[src/rtl/vga_pkg.sv]
// Shared VGA timing constants, character motion defaults and types.
package vga_pkg;

    localparam int unsigned HOR_PIXELS       = 800;
    localparam int unsigned VER_PIXELS       = 600;

    localparam int unsigned CHAR_HGT_RST_DEF = 32;
    localparam int unsigned MOVE_STEP_DEF    = 4;
    localparam int unsigned JUMP_V0_DEF      = 12;
    localparam int unsigned GRAVITY_DEF      = 1;
    localparam int unsigned MAX_FALL_DEF     = 12;

    typedef enum logic [1:0] {
        GROUND = 2'd0,
        RISE   = 2'd1,
        FALL   = 2'd2
    } char_state_t;

    // Zero-extend a 12-bit coordinate into a 13-bit signed intermediate.
    function automatic logic signed [12:0] s13(input logic [11:0] v);
        return $signed({1'b0, v});
    endfunction

endpackage

[src/rtl/vga_if.sv]
// VGA timing bus; this slice carries only the vertical blank flag.
interface vga_if;
    logic vblnk;

    modport in  (input  vblnk);
    modport out (output vblnk);
endinterface

[src/rtl/frame_tick.sv]
// One-cycle pulse on each rising edge of vblnk.
module frame_tick (
    input  logic clk,
    input  logic rst,
    input  logic vblnk,
    output logic tick_c
);

    logic vblnk_q;

    // History register; reset high so a blank already in progress gives no tick.
    always_ff @(posedge clk) begin
        if (rst) begin
            vblnk_q <= 1'b1;
        end else begin
            vblnk_q <= vblnk;
        end
    end

    assign tick_c = vblnk & ~vblnk_q;

endmodule

[src/rtl/char_ctrl.sv]
// Character motion controller: per-frame walk, jump and gravity.
module char_ctrl
    import vga_pkg::*;
#(
    parameter int unsigned SCREEN_W     = HOR_PIXELS,
    parameter int unsigned GROUND_Y     = VER_PIXELS - 20,
    parameter int unsigned CHAR_HGT_RST = CHAR_HGT_RST_DEF,
    parameter int unsigned MOVE_STEP    = MOVE_STEP_DEF,
    parameter int unsigned JUMP_V0      = JUMP_V0_DEF,
    parameter int unsigned GRAVITY      = GRAVITY_DEF,
    parameter int unsigned MAX_FALL     = MAX_FALL_DEF
) (
    input  logic        clk,
    input  logic        rst,
    vga_if.in           vga_in,
    input  logic        stepleft,
    input  logic        stepright,
    input  logic        jump,
    input  logic [11:0] char_hgt,
    input  logic [11:0] char_lng,
    output logic [11:0] pos_x,
    output logic [11:0] pos_y,
    output logic        on_ground
);

    localparam logic signed [12:0] GY13   = 13'(GROUND_Y);
    localparam logic signed [12:0] SWM1   = 13'(SCREEN_W - 1);
    localparam logic signed [12:0] STEP13 = 13'(MOVE_STEP);
    localparam logic [11:0]        X_RST  = 12'(SCREEN_W / 2);
    localparam logic [11:0]        Y_RST  = 12'(GROUND_Y - CHAR_HGT_RST);
    localparam logic [7:0]         V0     = 8'(JUMP_V0);
    localparam logic [7:0]         GRAV8  = 8'(GRAVITY);
    localparam logic [8:0]         GRAV9  = 9'(GRAVITY);
    localparam logic [8:0]         MAXF9  = 9'(MAX_FALL);
    localparam logic [7:0]         MAXF8  = 8'(MAX_FALL);

    logic              tick_c;
    char_state_t       state, state_nxt;
    logic [7:0]        vel, vel_nxt;
    logic [11:0]       pos_x_nxt, pos_y_nxt;
    logic              on_ground_nxt;

    logic signed [12:0] gc, x_lo, x_hi, x_try, y_up, y_dn, vel13;
    logic [8:0]         vel_inc;

    frame_tick u_frame_tick (
        .clk    (clk),
        .rst    (rst),
        .vblnk  (vga_in.vblnk),
        .tick_c (tick_c)
    );

    // State, velocity and registered outputs.
    always_ff @(posedge clk) begin
        if (rst) begin
            state     <= GROUND;
            vel       <= 8'd0;
            pos_x     <= X_RST;
            pos_y     <= Y_RST;
            on_ground <= 1'b1;
        end else begin
            state     <= state_nxt;
            vel       <= vel_nxt;
            pos_x     <= pos_x_nxt;
            pos_y     <= pos_y_nxt;
            on_ground <= on_ground_nxt;
        end
    end

    // Next-state logic: everything holds except in the tick cycle.
    always_comb begin
        state_nxt = state;
        vel_nxt   = vel;
        pos_x_nxt = pos_x;
        pos_y_nxt = pos_y;

        gc      = GY13 - s13(char_hgt);
        x_lo    = s13(char_lng);
        x_hi    = SWM1 - s13(char_lng);
        vel13   = s13({4'd0, vel});
        y_up    = s13(pos_y) - vel13;
        y_dn    = s13(pos_y) + vel13;
        vel_inc = {1'b0, vel} + GRAV9;

        x_try = s13(pos_x);
        if (stepleft && !stepright) begin
            x_try = s13(pos_x) - STEP13;
        end else if (stepright && !stepleft) begin
            x_try = s13(pos_x) + STEP13;
        end

        if (tick_c) begin
            if (x_try < x_lo) begin
                pos_x_nxt = char_lng;
            end else if (x_try > x_hi) begin
                pos_x_nxt = x_hi[11:0];
            end else begin
                pos_x_nxt = x_try[11:0];
            end

            unique case (state)
                GROUND: begin
                    if (jump) begin
                        state_nxt = RISE;
                        vel_nxt   = V0;
                    end else begin
                        pos_y_nxt = gc[11:0];
                    end
                end
                RISE: begin
                    if (y_up < s13(char_hgt)) begin
                        pos_y_nxt = char_hgt;
                        vel_nxt   = 8'd0;
                        state_nxt = FALL;
                    end else if (vel <= GRAV8) begin
                        pos_y_nxt = y_up[11:0];
                        vel_nxt   = 8'd0;
                        state_nxt = FALL;
                    end else begin
                        pos_y_nxt = y_up[11:0];
                        vel_nxt   = vel - GRAV8;
                    end
                end
                FALL: begin
                    if (y_dn >= gc) begin
                        pos_y_nxt = gc[11:0];
                        vel_nxt   = 8'd0;
                        state_nxt = GROUND;
                    end else begin
                        pos_y_nxt = y_dn[11:0];
                        vel_nxt   = (vel_inc > MAXF9) ? MAXF8 : vel_inc[7:0];
                    end
                end
                default: begin
                    state_nxt = GROUND;
                    vel_nxt   = 8'd0;
                end
            endcase
        end

        on_ground_nxt = (state_nxt == GROUND);
    end

endmodule

[src/flat_wrapper.sv]
// flat-port wrapper written by rule: the top's interface ports become plain ports
module char_ctrl_flat import vga_pkg::*;
#(
    parameter int unsigned SCREEN_W     = HOR_PIXELS,
    parameter int unsigned GROUND_Y     = VER_PIXELS - 20,
    parameter int unsigned CHAR_HGT_RST = CHAR_HGT_RST_DEF,
    parameter int unsigned MOVE_STEP    = MOVE_STEP_DEF,
    parameter int unsigned JUMP_V0      = JUMP_V0_DEF,
    parameter int unsigned GRAVITY      = GRAVITY_DEF,
    parameter int unsigned MAX_FALL     = MAX_FALL_DEF
)
  (clk, rst, stepleft, stepright, jump, char_hgt, char_lng, pos_x, pos_y, on_ground, vga_in_vblnk);
  vga_if vga_in_i ();
  input  logic clk;
  input  logic rst;
  input  logic stepleft;
  input  logic stepright;
  input  logic jump;
  input  logic [11:0] char_hgt;
  input  logic [11:0] char_lng;
  output logic [11:0] pos_x;
  output logic [11:0] pos_y;
  output logic on_ground;
  input wire logic [$bits(vga_in_i.vblnk)-1:0] vga_in_vblnk;
  assign vga_in_i.vblnk = vga_in_vblnk;
  char_ctrl #(.SCREEN_W(SCREEN_W), .GROUND_Y(GROUND_Y), .CHAR_HGT_RST(CHAR_HGT_RST), .MOVE_STEP(MOVE_STEP), .JUMP_V0(JUMP_V0), .GRAVITY(GRAVITY), .MAX_FALL(MAX_FALL)) u_core (.clk(clk), .rst(rst), .vga_in(vga_in_i), .stepleft(stepleft), .stepright(stepright), .jump(jump), .char_hgt(char_hgt), .char_lng(char_lng), .pos_x(pos_x), .pos_y(pos_y), .on_ground(on_ground));
endmodule
[config.mk]
export PLATFORM = sky130hd
export DESIGN_NAME = char_ctrl_flat
export DESIGN_NICKNAME = d
export VERILOG_FILES = /design/src/rtl/vga_pkg.sv /design/src/rtl/vga_if.sv /design/src/rtl/frame_tick.sv /design/src/rtl/char_ctrl.sv /design/src/flat_wrapper.sv
export SDC_FILE = /design/constraint.sdc
export NUM_CORES = 1
export LEC_CHECK = 0
export ABC_AREA = 1
export CORE_AREA = 2 2 120 110
export CTS_CLUSTER_DIAMETER = 60
export DETAILED_ROUTE_END_ITERATION = 8
export DIE_AREA = 0 0 122 112
export REMOVE_ABC_BUFFERS = 1
export SLEW_MARGIN = 0
export SYNTH_ARGS = -nofsm -noshare
export SYNTH_HDL_FRONTEND = slang
export SYNTH_SLANG_ARGS = --single-unit
[constraint.sdc]
create_clock -name clk -period 3.95 [get_ports clk]
set_input_delay 0.395 -clock clk [delete_from_list [all_inputs] [get_ports clk]]
set_output_delay 0.395 -clock clk [all_outputs]
set_load 0.05 [all_outputs]
==> results.cfg <==
[setup_path]
cp_max_fo = 7
critPathSlowestCell = fa_1
critical_path_required_ns = 4.18
cp_common_cell = nand2_1
cp_slowest_stage_delay_ns = 0.39
startpoint_type = flop
end_kind = flop
path_class = flop to flop
path_cells = ha_1, inv_1, fa_1, o21ai_0, buf_4, nand2_1, nand2_1, nand2_1, xor2_2, inv_1, ha_1, nand2_1, nor2_1, inv_1, nor2_2, nand2_1, nand3_1, nand3_2, nor2_4, nand3_1, nor2_1, o21ai_0, inv_1
cp.arrival_ns = 3.89

[sta]
tightest_slew_ns = 0.686
whs_ns = 0.529
timing.final.ws_setup_ns = 0.297
final_max_slew_viol_count = 0
setup_viol = 0
fin_crit_sh_pct = 92.5
slew_headroom_pct = 54.3
finalClockSkew_ns = 0.00991
finalCriticalPeriod_ns = 3.65
hold_viol_final = 0
max_freq_mhz = 274
rsz0062_at_grt = true

[global_routing]
grt-ovfl-total = 0
grt_start_max_net_pins = 23
grt_first_pass_wirelength_um = 26400
antenna_found_initial = 0
gr-usage-all-layers_pct = 24.1
grt_pass1_vias = 5350

[floorplanning]
die_height_um = 112
core_area_um2 = 12400
rows = 39
initial_core_util_pct = 43.9
die_area_um2 = 13700
ios = 55
die_w_um = 122

[clock_tree]
clock_sinks = 36
h-tree-depth = 2
clk_latency_ns = 0.29
clk_pin_slew_ns = 0.07
cts_tree = yes
cts_resized = 0
numCtsBuffers = 5
ctsHoldBuffers = 0
post_cts_buffers = 0
cts.path.max_buffers = 2
cts_root_buf = clkbuf_16

[placement]
port_buffers = 54
place_congestion = 0.888
dp.final_hpwl_um = 13500
dp.cells = 1149
place_ws_ns = 0.0567

[synthesis]
syn_inst = 911
yosysSeqAreaShare_pct = 13.2
syn_area_um2 = 5470
avgSynthCellArea_um2 = 6.00
synth_area_leader_cell = ha_1
synth_cell_types = 43
yosys-top-cells-area = ha_1 17%, nand2_1 16%, dfxtp_1 13%
ys_ff_latch = 36
synth_top_area_share_pct = 17.4
synth_edf_count = 0
synthFlopType = dfxtp_1
yosys_warnings = 0
ys_async_sr_fraction_pct = 0

[power_and_ir_drop]
seq_power_share_pct = 29.3
p_comb_share_pct = 40.3
powerDensity_nw_per_um2 = 203
pwr-share-clk_pct = 30.4
p_leak_nw = 3.28
irDropWorstVdd_v = 0.000143
p_sw_mw = 0.529
intPower_mw = 0.813
swShare_pct = 39.4

[route]
drc = 0
routed_wl_um = 16500
first_pass_iters = 5
vias = 5873
avgRoutedWirePerCell_um = 14.2
via_per_inst = 5.08
ant_nets = 0
drtIter0Drc = 379

[flow_run]
max-cap-violations = 0

[finish]
antenna_cells = 0
num-fill-cells = 1310
drive_above_1_share_pct = 9.06
fin_cells = 1157
syn_to_final_growth_pct = 20.8
nNetsFinal = 1100

[min_path]
hp-class = flop to flop

[outcome]
outcome = finished, final reports clean
[cells in the final DEF (no fill, tap or decap), drive strengths merged, types with 3 or more instances in the layout]
cell type,count
dfxtp,36
nor3,21
o211ai,3
buf,44
inv,141
nor2,68
xor2,40
o21ai,40
nand3,84
ha,76
clkdlybuf4s50,54
a21oi,82
clkinv,6
nand2,248
clkbuf,5
nand4,24
[through the flow]
step / area (um^2) / setup TNS (ns) / utilization, % / power, mW
global placement: 6410 / 0 / 51.5 / 0.933
detailed placement: 6410 / 0 / 51.5 / 0.933
global route: 6600 / -0.167 / 53.1 / 1.43
floorplan: 5330 / 0 / - / 0.740
finish: 6600 / 0 / 53.1 / 1.34
CTS: 6550 / 0 / 52.6 / 1.35
[power by group through the flow]
stage | combinational (mW) | clock [mW] | sequential [mW]
after global placement | 0.532 | 0 | 0.401
after detailed placement | 0.532 | 0 | 0.401
final | 0.542 | 0.408 | 0.393
after floorplan | 0.306 | 0 | 0.433
after CTS | 0.535 | 0.418 | 0.392
after global routing | 0.607 | 0.432 | 0.395
[metal layers]
metal / up-vias / part of all wire (%) / track usage (%)
met5: - / 0 / 0
met4: 0 / 0.46 / 2.61
met3: 8 / 5.0 / 3.13
met2: 128 / 42 / 37.2
met1: 2629 / 53 / 36.5
li1: 3108 / - / -
[kinds of logic after synthesis]
family | synth area share, %
AND/OR/NAND/NOR | 36.1
buffers and inverters | 12.4
AO/OA/AOI/OAI | 13.5
adder cells (fa/ha/maj) | 18.1
XOR/XNOR | 6.73
flip-flops | 13.2
[flip-flops by register name, summed over array words and instances (netlist names)]
signal,count
u_core.pos_y,12
u_core.state,2
u_core.pos_x,12
u_core.vel,8
u_core.u_frame_tick.vblnk_q,1
u_core.on_ground,1
[synth_stat cells, types with 2 or more instances]
cell,instances
xor2_1,40
a21oi_2,5
nor2_1,62
nand2_4,2
a21o_1,2
nand3b_1,2
ha_1,76
nand3_1,82
xnor2_1,2
o21ai_0,36
dfxtp_1,36
buf_4,5
nand2_1,238
nor3_1,20
clkbuf_1,11
inv_1,136
nand4_1,24
o211ai_1,3
buf_2,6
nand2_2,8
o21a_1,2
inv_2,5
a21oi_1,77
clkinv_1,3
fa_1,2
nor2_2,6
o21ai_1,4
[worst paths after layout]
| check | cells past startpoint | slack (ns) | to | startpoint |
|---|---|---|---|---|
| worst max-delay path | 23 | 0.30 | u_core.vel[1] | u_core.pos_y[0] |
| worst min-delay path | 2 | 0.53 | u_core.pos_y[11] | u_core.pos_y[11] |
| worst max register to register | 23 | 0.30 | u_core.vel[1] | u_core.pos_y[0] |
| worst min register to register | 2 | 0.53 | u_core.pos_y[11] | u_core.pos_y[11] |
[critical path, delay by kind of cell, from the launching register on]
family / cells / cell delay (ns)
and+or+nand+nor: 12 / 1.53
adders and majority gates: 3 / 0.87
AOI/OAI and AO/OA: 2 / 0.27
buffers and inverters: 5 / 0.41
xor gates and xnor gates: 1 / 0.17
DFF: 1 / 0.35
[area by class of cell]
cell class,instances,area (um^2),area share (%)
clock buffer,5,125,1.89
sequential,36,721,10.9
multi-input combinational,707,4120,62.4
timing repair buffer,98,871,13.2
tap,164,205,3.11
inverter,144,541,8.18
clock inverter,3,18.8,0.284
Power figures use the tool's default switching activity.
